## config.mk

```make
export PLATFORM = sky130hd
export DESIGN_NAME = prog_clk_divider
export DESIGN_NICKNAME = d
export VERILOG_FILES = /design/src/rtl/prog_clk_divider.sv
export SDC_FILE = /design/constraint.sdc
export NUM_CORES = 1
export LEC_CHECK = 0
export BUFFER_PORTS_ARGS = -buffer_cell sky130_fd_sc_hd__buf_2
export CORE_MARGIN = 4
export CORE_UTILIZATION = 53
export DETAILED_ROUTE_END_ITERATION = 16
export HOLD_SLACK_MARGIN = 0.15
export PLACE_DENSITY = 0.75
export SLEW_MARGIN = 30
export SYNTH_ARGS = -nofsm -noshare
export SYNTH_HDL_FRONTEND = slang
export SYNTH_SLANG_ARGS = --single-unit
```

## constraint.sdc

```tcl
create_clock -name CLK -period 3.61 [get_ports CLK]
set_clock_uncertainty 0.2 [all_clocks]
set_input_delay 0.1805 -clock CLK [delete_from_list [all_inputs] [get_ports CLK]]
set_output_delay 0.1805 -clock CLK [all_outputs]
set_load 0.01 [all_outputs]
```

## src/rtl/prog_clk_divider.sv

```systemverilog
// ---------------------------------------------------------------------------
// prog_clk_divider
// Runtime-reconfigurable clock / strobe generator. A counter runs 0..div_a
// (a period of div_a+1 cycles) and drives one of three output shapes:
//   mode 0/3 : toggle on every wrap (divided clock, 50% duty)
//   mode 1   : one-cycle pulse on every wrap
//   mode 2   : high for high_a cycles, then low for the rest of the period
// New settings are captured into a shadow on LOAD and only become active at
// a period boundary (or immediately on an idle edge while EN is low), so the
// output never shows a truncated or glitched period.
//
// Ports:
//   CLK      in   system clock, rising edge
//   RST      in   asynchronous, active-high reset
//   EN       in   run enable; low stops and clears counter/outputs
//   DIV      in   requested divisor (period = DIV+1 cycles)
//   HIGH     in   requested high-count for duty mode
//   MODE     in   requested output mode
//   LOAD     in   one-cycle capture strobe for DIV/HIGH/MODE
//   OUT_CLK  out  divided clock / strobe / PWM (registered)
//   TICK     out  one-cycle strobe per counter period (registered)
//   CFG_PEND out  shadow configuration waiting to be applied (registered)
// ---------------------------------------------------------------------------
module prog_clk_divider #(
    parameter int               WIDTH    = 16,
    parameter logic [WIDTH-1:0] DIV_RST  = {WIDTH{1'b0}},
    parameter logic [WIDTH-1:0] HIGH_RST = {WIDTH{1'b0}},
    parameter logic [1:0]       MODE_RST = 2'd0
) (
    input  logic             CLK,
    input  logic             RST,
    input  logic             EN,
    input  logic [WIDTH-1:0] DIV,
    input  logic [WIDTH-1:0] HIGH,
    input  logic [1:0]       MODE,
    input  logic             LOAD,
    output logic             OUT_CLK,
    output logic             TICK,
    output logic             CFG_PEND
);

    localparam logic [WIDTH-1:0] CNT_ZERO = {WIDTH{1'b0}};
    localparam logic [WIDTH-1:0] CNT_ONE  = {{(WIDTH-1){1'b0}}, 1'b1};

    // active configuration
    logic [WIDTH-1:0] div_a_r;
    logic [WIDTH-1:0] high_a_r;
    logic [1:0]       mode_a_r;
    // shadow configuration
    logic [WIDTH-1:0] div_sh_r;
    logic [WIDTH-1:0] high_sh_r;
    logic [1:0]       mode_sh_r;
    logic             pend_r;

    logic [WIDTH-1:0] cnt_r;
    logic             out_r;
    logic             tick_r;

    logic             wrap_s;
    logic             apply_s;
    logic [WIDTH-1:0] cnt_next_s;
    logic [WIDTH-1:0] eff_high_s;
    logic [1:0]       eff_mode_s;
    logic             out_next_s;

    // Period boundary detection, apply decision and next output value.
    always_comb begin
        wrap_s     = (cnt_r == div_a_r);
        cnt_next_s = wrap_s ? CNT_ZERO : (cnt_r + CNT_ONE);

        // While running, a pending config lands on the wrap edge. While
        // stopped, it lands on any edge that is not itself re-loading.
        if (EN) begin
            apply_s = pend_r & wrap_s;
        end else begin
            apply_s = pend_r & ~LOAD;
        end

        // The edge that applies a new config already shapes the output
        // with the new mode/high so the first new period is complete.
        if (apply_s) begin
            eff_high_s = high_sh_r;
            eff_mode_s = mode_sh_r;
        end else begin
            eff_high_s = high_a_r;
            eff_mode_s = mode_a_r;
        end

        if (!EN) begin
            out_next_s = 1'b0;
        end else begin
            case (eff_mode_s)
                2'd1:    out_next_s = wrap_s;
                2'd2:    out_next_s = (cnt_next_s < eff_high_s);
                default: out_next_s = wrap_s ? ~out_r : out_r;
            endcase
        end
    end

    // Counter and registered outputs.
    always_ff @(posedge CLK or posedge RST) begin
        if (RST) begin
            cnt_r  <= CNT_ZERO;
            out_r  <= 1'b0;
            tick_r <= 1'b0;
        end else if (EN) begin
            cnt_r  <= cnt_next_s;
            out_r  <= out_next_s;
            tick_r <= wrap_s;
        end else begin
            cnt_r  <= CNT_ZERO;
            out_r  <= 1'b0;
            tick_r <= 1'b0;
        end
    end

    // Shadow capture, active update and pending flag.
    always_ff @(posedge CLK or posedge RST) begin
        if (RST) begin
            div_a_r   <= DIV_RST;
            high_a_r  <= HIGH_RST;
            mode_a_r  <= MODE_RST;
            div_sh_r  <= DIV_RST;
            high_sh_r <= HIGH_RST;
            mode_sh_r <= MODE_RST;
            pend_r    <= 1'b0;
        end else begin
            // Active takes the shadow as it was before this edge's capture.
            if (apply_s) begin
                div_a_r  <= div_sh_r;
                high_a_r <= high_sh_r;
                mode_a_r <= mode_sh_r;
            end else begin
                div_a_r  <= div_a_r;
                high_a_r <= high_a_r;
                mode_a_r <= mode_a_r;
            end

            if (LOAD) begin
                div_sh_r  <= DIV;
                high_sh_r <= HIGH;
                mode_sh_r <= MODE;
                pend_r    <= 1'b1;
            end else if (apply_s) begin
                pend_r    <= 1'b0;
            end else begin
                pend_r    <= pend_r;
            end
        end
    end

    assign OUT_CLK  = out_r;
    assign TICK     = tick_r;
    assign CFG_PEND = pend_r;

endmodule

```

* After elaboration in Yosys (flattened, before gate mapping)
Cells that the tools add are included.
** Storage, ports and cells
- Flip-flop bits (word level) :: 87
- Output and inout port bits :: 3
- Bits of input ports :: 38
- Bits in read-only memories :: 0
- Latch bits :: 0
- RAM bits :: 0
- Memories :: 0
** Operators by class
- $add $sub $neg :: 1
- Multipliers :: 0
- $lt $le $gt $ge :: 1
- Shift operators :: 0
- Bitwise logic cells :: 4
- Reductions and logical operators :: 1
- Divide/modulo/power cells :: 0
- Muxes and demuxes :: 11
- Eq/ne operators :: 4
** Operators with widths (number)
- 16-bit 2-to-1 mux :: 3
- 16-bit by 1-bit adder with 16-bit output (second input constant) :: 1
- 16-bit equality test :: 1
- 16-bit < comparator :: 1
- 1-bit 2-to-1 mux :: 6
- 4-bit by 1-bit != test with 1-bit output (second input constant) :: 1
- 1-bit AND :: 2
- 2-bit by 1-bit equality test with 1-bit output (second input constant) :: 1
- 2-bit equality test (second input constant) :: 1
- 2-bit 2-to-1 mux :: 1
- 1-bit NOT :: 2
- 1-bit case mux with 2 select lines :: 1
- 2-bit nonzero test :: 1

* Longest topological paths before layout
Gate-level depths: netlist of run 1.
- Word-level depth :: 7
- Gate-level depth with buffers :: 15

* Worst setup path before layout of run 1
Ideal clock, no wire load.
- Path type :: register to register
- From :: reg cnt_r[0]
- To :: reg out_r (netlist: OUT_CLK)
- Stages on the path, launching flop included :: 15
- Clock period less this slack :: 3.412 ns
- Path slack :: 0.198 ns
- Arrival :: 3.118 ns
- Required time :: 3.316 ns
- Cell sequence :: dfrtp_1 -> buf_2 -> xnor2_1 -> nand4_1 -> nor4_1 -> and2_1 -> o21ai_2 -> buf_4 -> mux2i_1 -> ha_1 -> a211oi_1 -> o21ai_0 -> mux2_1 -> a211o_1 -> a221oi_2
** Between the ends
- Word-level cells in the longest chain between the ends :: 7
** RTL lines
- start, declared :: RTL line 55 : logic [WIDTH-1:0] cnt_r;
- start signal, assigned :: RTL line 107 : cnt_r <= cnt_next_s;
- branches (longest 7 deep; another with 16-bit by 1-bit adder with 16-bit output)
- end signal, assigned :: RTL line 108 : out_r <= out_next_s;
- end, declared :: RTL line 56 : logic out_r;
Several ways; the timed one is not identified.
A chain may end at the register's enable or synchronous reset.

* Worst setup path after layout of run 1
- From :: reg cnt_r[9]
- To :: reg out_r (netlist: OUT_CLK)
The elaborated chain is that of the path after synthesis.

==> out/summary.txt, run 1 <==
Commonest cells post-synth - dfrtp_1, nor2_1, mux2_2
ant diodes - 0
setup TNS - 0 ns
Async SR Flop Fraction - 1.00
Synth Area in Adders - 0.0517
fin nets - 479
initial antenna violation count - 0
Post-synth EDFFs - 0
# setup viols final - 0
WS Path Type - reg2reg
GRT Total Usage - 0.178
global-route wire length before repair - 13.9 mm
Post-Syn Area - 4350 um2
sequential area share after synthesis - 0.500
fin. max-slew vios - 0
port bufs - 40
Routed WL per cell - 15.3 um
Worst Hold Class - in2reg
Max-slew headroom - 0.566
top-count cell post-synth - dfrtp_1
detailed-route via count - 2,799
Gate Count Post-Synth - 338
Worst Hold Path EP - CFG_PEND
Slew @ Worst Pin - 0.650 ns
WHS - 0.285 ns
status - complete, no violations
R2R depth - 13
main combinational cell family by area after synthesis - multiplexers
I/O pins - 41
via/cell ratio - 5.28
# Max-Cap Violations - 0
worst-path cell chain - xnor2_2 -> nand4_1 -> nor4_2 -> and2_4 -> o21ai_4 -> buf_6 -> mux2i_1 -> ha_1 -> a211oi_2 -> o211ai_1 -> mux2_1 -> a211o_1 -> a221oi_2
CTS sink cnt - 87
routed wire length - 8.13 mm
power per cell area - 449 nW/um2
DRC viols - 0
Main synth FF type - dfrtp_1
Top delay family on crit path - compound AO/OA/AOI/OAI gates
hold-critical path depth - 3
vias in the first global route - 2,932
Max clock buf depth - 2
layout cells sized above 1 - 0.334
final worst path period need - 3.47 ns
Pleak - 2.53 nW
Worst EP arrival - 3.54 ns
worst r2r src - cnt_r[9]
synthesis-stage register bit count - 87
YS warnings - 0
Inserted Clock Buffers - 9
distinct cell type count after synthesis - 35
CP bufs+invs - 1
worst path required time - 3.67 ns
Routability Congestion - 0.898
CTS tree - built
Die ar. - 9730 um2
Core ar. - 7850 um2
Synth area leader - dfrtp_1
post-synth top area share - 0.500
DRT iter0 DRCs - 89
row count - 32
Worst VDD drop - 0.000235 V
mux contribution to synthesized area - 0.246
xor/xnor cell area share of the yosys netlist - 0.0624
Die Y - 98.6 um
Post-Synth Simple-Gate Area - 0.0819
CTS root buf - clkbuf_8
worst-skew pair later-pin latency - 0.35 ns
Synth Area in Compound Gates - 0.0305
slowest CP cell - dfrtp_2
TritonRoute pass-1 iters - 4
Worst path max stage delay - 0.46 ns
reg2reg end - OUT_CLK
fmax - 0.288 GHz
Crit Path Max Fanout - 11
r2r setup slk - 0.14 ns
Area growth syn-to-layout - 21.1%
RSZ-0062 raised after global routing - false
Initial Utilization - 0.555
crit end category - flop
largest net degree at the start of global routing - 49
Worst setup SP type - flop
final worst-path cycle share - 0.962
post-route ant nets - 0
Fin. Hold Viols - 0
Clock transition at path regs - 0.09 ns
Syn Area/Cell - 12.9 um2
total congestion overflow - 0
die width - 98.6 um
Syn Nets - 394
synth top area cells - dfrtp_1, mux2_4, mux2_2, xnor2_1, ha_1
Hold Startpoint - LOAD
Final HPWL DP - 5.58 mm
H-tree depth - 3
registers in the layout, indices dropped and copies added, names as in the netlist:
register and flops:
OUT_CLK 1, high_sh_r 16, cnt_r 16, mode_a_r 2
TICK 1, div_sh_r 16, high_a_r 16, mode_sh_r 2
div_a_r 16, CFG_PEND 1
cells by family (layout without fill, tap and decap cells):
kind of cell / after synthesis / after routing
flops: 87 / 87
buf+inv: 21 / 111
fa+ha+maj: 18 / 18
compound gates: 20 / 20
mux: 86 / 86
simple gates: 75 / 75
xor+xnor: 31 / 31
cell type report:
| type | count | area [um2] |
|---|---|---|
| multi-input combinational | 230 | 2090 |
| sequential | 87 | 2180 |
| clock buffer | 11 | 151 |
| tap | 102 | 128 |
| fill | 584 | 2570 |
| clock inverter | 5 | 41.3 |
| inverter | 7 | 27.5 |
| timing repair buffer | 88 | 661 |
cells in the final DEF (no fill, tap or decap), types with 2 or more instances in the layout:
cell type and instances:
a21boi_0 2, a21oi_1 7, and3_1 4, buf_2 40, buf_4 9, buf_6 2, clkbuf_8 11, clkinv_4 2
clkinvlp_4 2, dfrtp_1 86, dlygate4sd3_1 37, ha_1 18, inv_1 6, mux2_2 35, mux2_4 33, mux2i_1 17
nand2_1 4, nand2b_1 3, nand3_1 8, nand4_1 9, nor2_1 38, nor3_1 2, o21ai_0 2, o21ai_1 2
xnor2_1 25, xor2_1 5
worst max-delay path by stage:
stage / startpoint / endpoint / slack [ns] / cells past startpoint
global route: cnt_r[3] / OUT_CLK / 0.02 / 13
CTS: div_a_r[0] / OUT_CLK / 0.02 / 13
floorplan: cnt_r[0] / OUT_CLK / 0.20 / 14
finish: cnt_r[9] / OUT_CLK / 0.14 / 13
global placement: div_a_r[0] / OUT_CLK / 0.13 / 13
detailed placement: div_a_r[0] / OUT_CLK / 0.06 / 13
worst register-to-register path, cell delays in order, from the launching register on:
cell and delay, ns:
dfrtp_2 0.46, xnor2_2 0.16, nand4_1 0.15, nor4_2 0.35, and2_4 0.22, o21ai_4 0.08, buf_6 0.18, mux2i_1 0.13
ha_1 0.23, a211oi_2 0.28, o211ai_1 0.12, mux2_1 0.30, a211o_1 0.27, a221oi_2 0.25
stage by stage:
step / instance area [um2] / utilization / std cells / setup slack [ns] / total power, mW
detailed placement: 4680 / 0.596 / 476 / 0.0628 / 1.70
CTS: 5240 / 0.668 / 529 / 0.0174 / 2.38
global placement: 4680 / 0.596 / 476 / 0.129 / 1.68
floorplan: 4350 / - / 338 / 0.198 / 1.58
global route: 5270 / 0.672 / 530 / 0.0174 / 2.49
finish: 5270 / 0.672 / 530 / 0.135 / 2.37
routing by layer:
metal,wire [um],vias to the layer above,track usage
li1,-,1346,-
met1,3720,1397,0.236
met2,4020,47,0.297
met5,0,-,0
met3,257,9,0.0297
met4,127,0,0.0609
where the power goes:
| part | switching (mW) | internal, mW |
|---|---|---|
| Sequential | 0.101 | 1.11 |
| Combinational | 0.189 | 0.315 |
| Clock | 0.354 | 0.293 |
| Total | 0.645 | 1.72 |
timing repair:
action	CTS	global route
hold buffers	37	0
setup buffers	0	1
endpoints found under the hold margin	123	0
setup endpoints to repair	0	1
gates resized for setup	0	8
No activity file was read; power rests on OpenSTA's default activity.
==> run 2, diff against run 1 <==
- CORE_UTILIZATION: 53 -> 64
- PLACE_DENSITY: 0.75 -> 0.85
- clock period: 3.61 -> 4.4 ns (I/O delays scaled with it)
==> run 2 against run 1 <==
- first-iteration DRC count rose by 56%
- clock power shrank 5.4%
- register-to-register slack better by 0.53 ns
- critical endpoint unchanged
==> out/summary.txt, run 2 (synthesis gave the netlist of run 1 again) <==
status - complete, no violations
Routed WL per cell - 17.8 um (+16%)
Clock transition at path regs - 0.08 ns (about the same)
Max clock buf depth - 2 (unchanged)
Final HPWL DP - 5.89 mm (+5.6%)
detailed-route via count - 2,882 (+3.0%)
final worst path period need - 3.73 ns (+0.259 ns)
# Max-Cap Violations - 0 (unchanged)
Core ar. - 6460 um2 (-18%)
worst r2r src - cnt_r[0]
Cell Count, Final, Fillers Out - 499 (-5.8%)
Worst VDD drop - 0.000322 V (+37%)
total congestion overflow - 0 (unchanged)
R2R depth - 12 (-1)
row count - 29 (-9.4%)
Crit Path Max Fanout - 12 (+1)
Inserted Clock Buffers - 9 (unchanged)
final worst-path cycle share - 0.849 (-0.114)
DRT iter0 DRCs - 139 (+56%)
die width - 90.5 um (-8.3%)
Die ar. - 8180 um2 (-16%)
GRT Total Usage - 0.236 (+0.0584)
dpl ws - 0.780 ns (+0.717 ns)
Worst setup SP type - flop
vias in the first global route - 3,085 (+5.2%)
multi-input logic area - 2070 um2 (-0.72%)
Slew @ Worst Pin - 0.660 ns (+0.0102 ns)
CTS root buf - clkbuf_8
Setup Fix Bufs, Post-CTS - 0 (unchanged)
CTS tree - built
post-cts resize count - 0 (unchanged)
WS Path Type - reg2reg
met2 wire len - 4.45 mm (+11%)
Pleak - 2.51 nW (-0.77%)
DRC viols - 0 (unchanged)
DP Cell Count - 447 (-6.1%)
TritonRoute pass-1 iters - 4 (unchanged)
layout cells sized above 1 - 0.315 (-0.0189)
met3 WL - 426 um (+66%)
crit end category - flop
setup TNS - 0 ns (unchanged)
I/O pins - 41 (unchanged)
H-tree depth - 3 (unchanged)
initial antenna violation count - 0 (unchanged)
Fin. Hold Viols - 0 (unchanged)
Initial Utilization - 0.674 (+0.119)
Worst EP arrival - 3.79 ns (+0.25 ns)
worst-skew pair later-pin latency - 0.35 ns (about the same)
Die Y - 90.5 um (-8.3%)
RSZ-0062 raised after global routing - false
ant diodes - 0 (unchanged)
Routability Congestion - 0.875 (-2.6%)
via/cell ratio - 5.78 (+9.4%)
fin nets - 473 (-1.3%)
fin. max-slew vios - 0 (unchanged)
worst path required time - 4.46 ns (+0.79 ns)
largest net degree at the start of global routing - 60 (+22%)
met1 wire length - 3.83 mm (+3.0%)
Final WS setup - 0.666 ns (+0.531 ns)
Area growth syn-to-layout - 19.5%
power per cell area - 390 nW/um2 (-13%)
# setup viols final - 0 (unchanged)
global-route wire length before repair - 15.4 mm (+10%)
r2r setup slk - 0.67 ns (+0.53 ns)
port bufs - 40 (unchanged)
CTS Hold Bufs - 36 (-2.7%)
Max-slew headroom - 0.560 (-0.00677)
reg2reg end - OUT_CLK
fillers - 374 (-36%)
CTS sink cnt - 87 (unchanged)
top sig layer - met4
post-route ant nets - 0 (unchanged)
routed wire length - 8.89 mm (+9.4%)
most common cell after layout, fill and taps aside - dfrtp_1
Register Area - 2180 um2 (about the same)
commonest cells after routing, fill and taps aside - dfrtp_1, buf_2, nor2_1
fmax - 0.268 GHz (-6.9%)
Worst Hold Class - in2async
-- run 2: worst max path at each step --
| stage | from | end | slack, ns | depth (start not counted) |
|---|---|---|---|---|
| floorplan | cnt_r[0] | OUT_CLK | 0.99 | 14 |
| global placement | cnt_r[0] | OUT_CLK | 0.93 | 12 |
| detailed placement | cnt_r[0] | OUT_CLK | 0.78 | 12 |
| CTS | cnt_r[0] | OUT_CLK | 0.73 | 12 |
| global route | cnt_r[0] | OUT_CLK | 0.45 | 12 |
| finish | cnt_r[0] | OUT_CLK | 0.67 | 12 |
-- run 2: per-layer routing --
layer / up-vias / GRT usage
met2: 72 / 0.381
met3: 17 / 0.0708
met5: - / 0
li1: 1339 / -
met4: 0 / 0.0663
met1: 1454 / 0.310
-- run 2: final cells by class --
cell class / count / area share
Sequential cell: 87 / 0.418
Multi-Input combinational cell: 230 / 0.398
Timing Repair Buffer: 82 / 0.116
Clock buffer: 11 / 0.0272
Tap cell: 77 / 0.0185
Clock inverter: 5 / 0.0156
Inverter: 7 / 0.00601
-- run 2: where the power goes --
group / total, mW / switching (mW) / internal, mW / leakage [nW]
combinational: 0.414 / 0.161 / 0.253 / 1.34
sequential: 1.00 / 0.0891 / 0.913 / 1.06
clock: 0.612 / 0.276 / 0.336 / 0.110
-- run 2: worst max-delay path, cell delays in order, from the launching register on --
cell	delay [ns]
dfrtp_1	0.48
xnor2_1	0.21
nand4_1	0.14
nor4_2	0.33
and2_1	0.23
o21ai_4	0.17
mux2i_1	0.25
ha_1	0.28
a211oi_1	0.32
o21ai_0	0.13
mux2_1	0.33
a211o_1	0.28
a221oi_2	0.29
-- run 2: per-stage QoR --
step	total power [mW]	util	instance area, um2	hold WS (ns)
after floorplan	1.30	-	4350	0.139
after global placement	1.37	0.715	4620	0.252
after detailed placement	1.40	0.715	4620	0.0989
after CTS	2.03	0.806	5200	0.270
after global routing	2.13	0.806	5200	0.295
final	2.03	0.806	5200	0.241
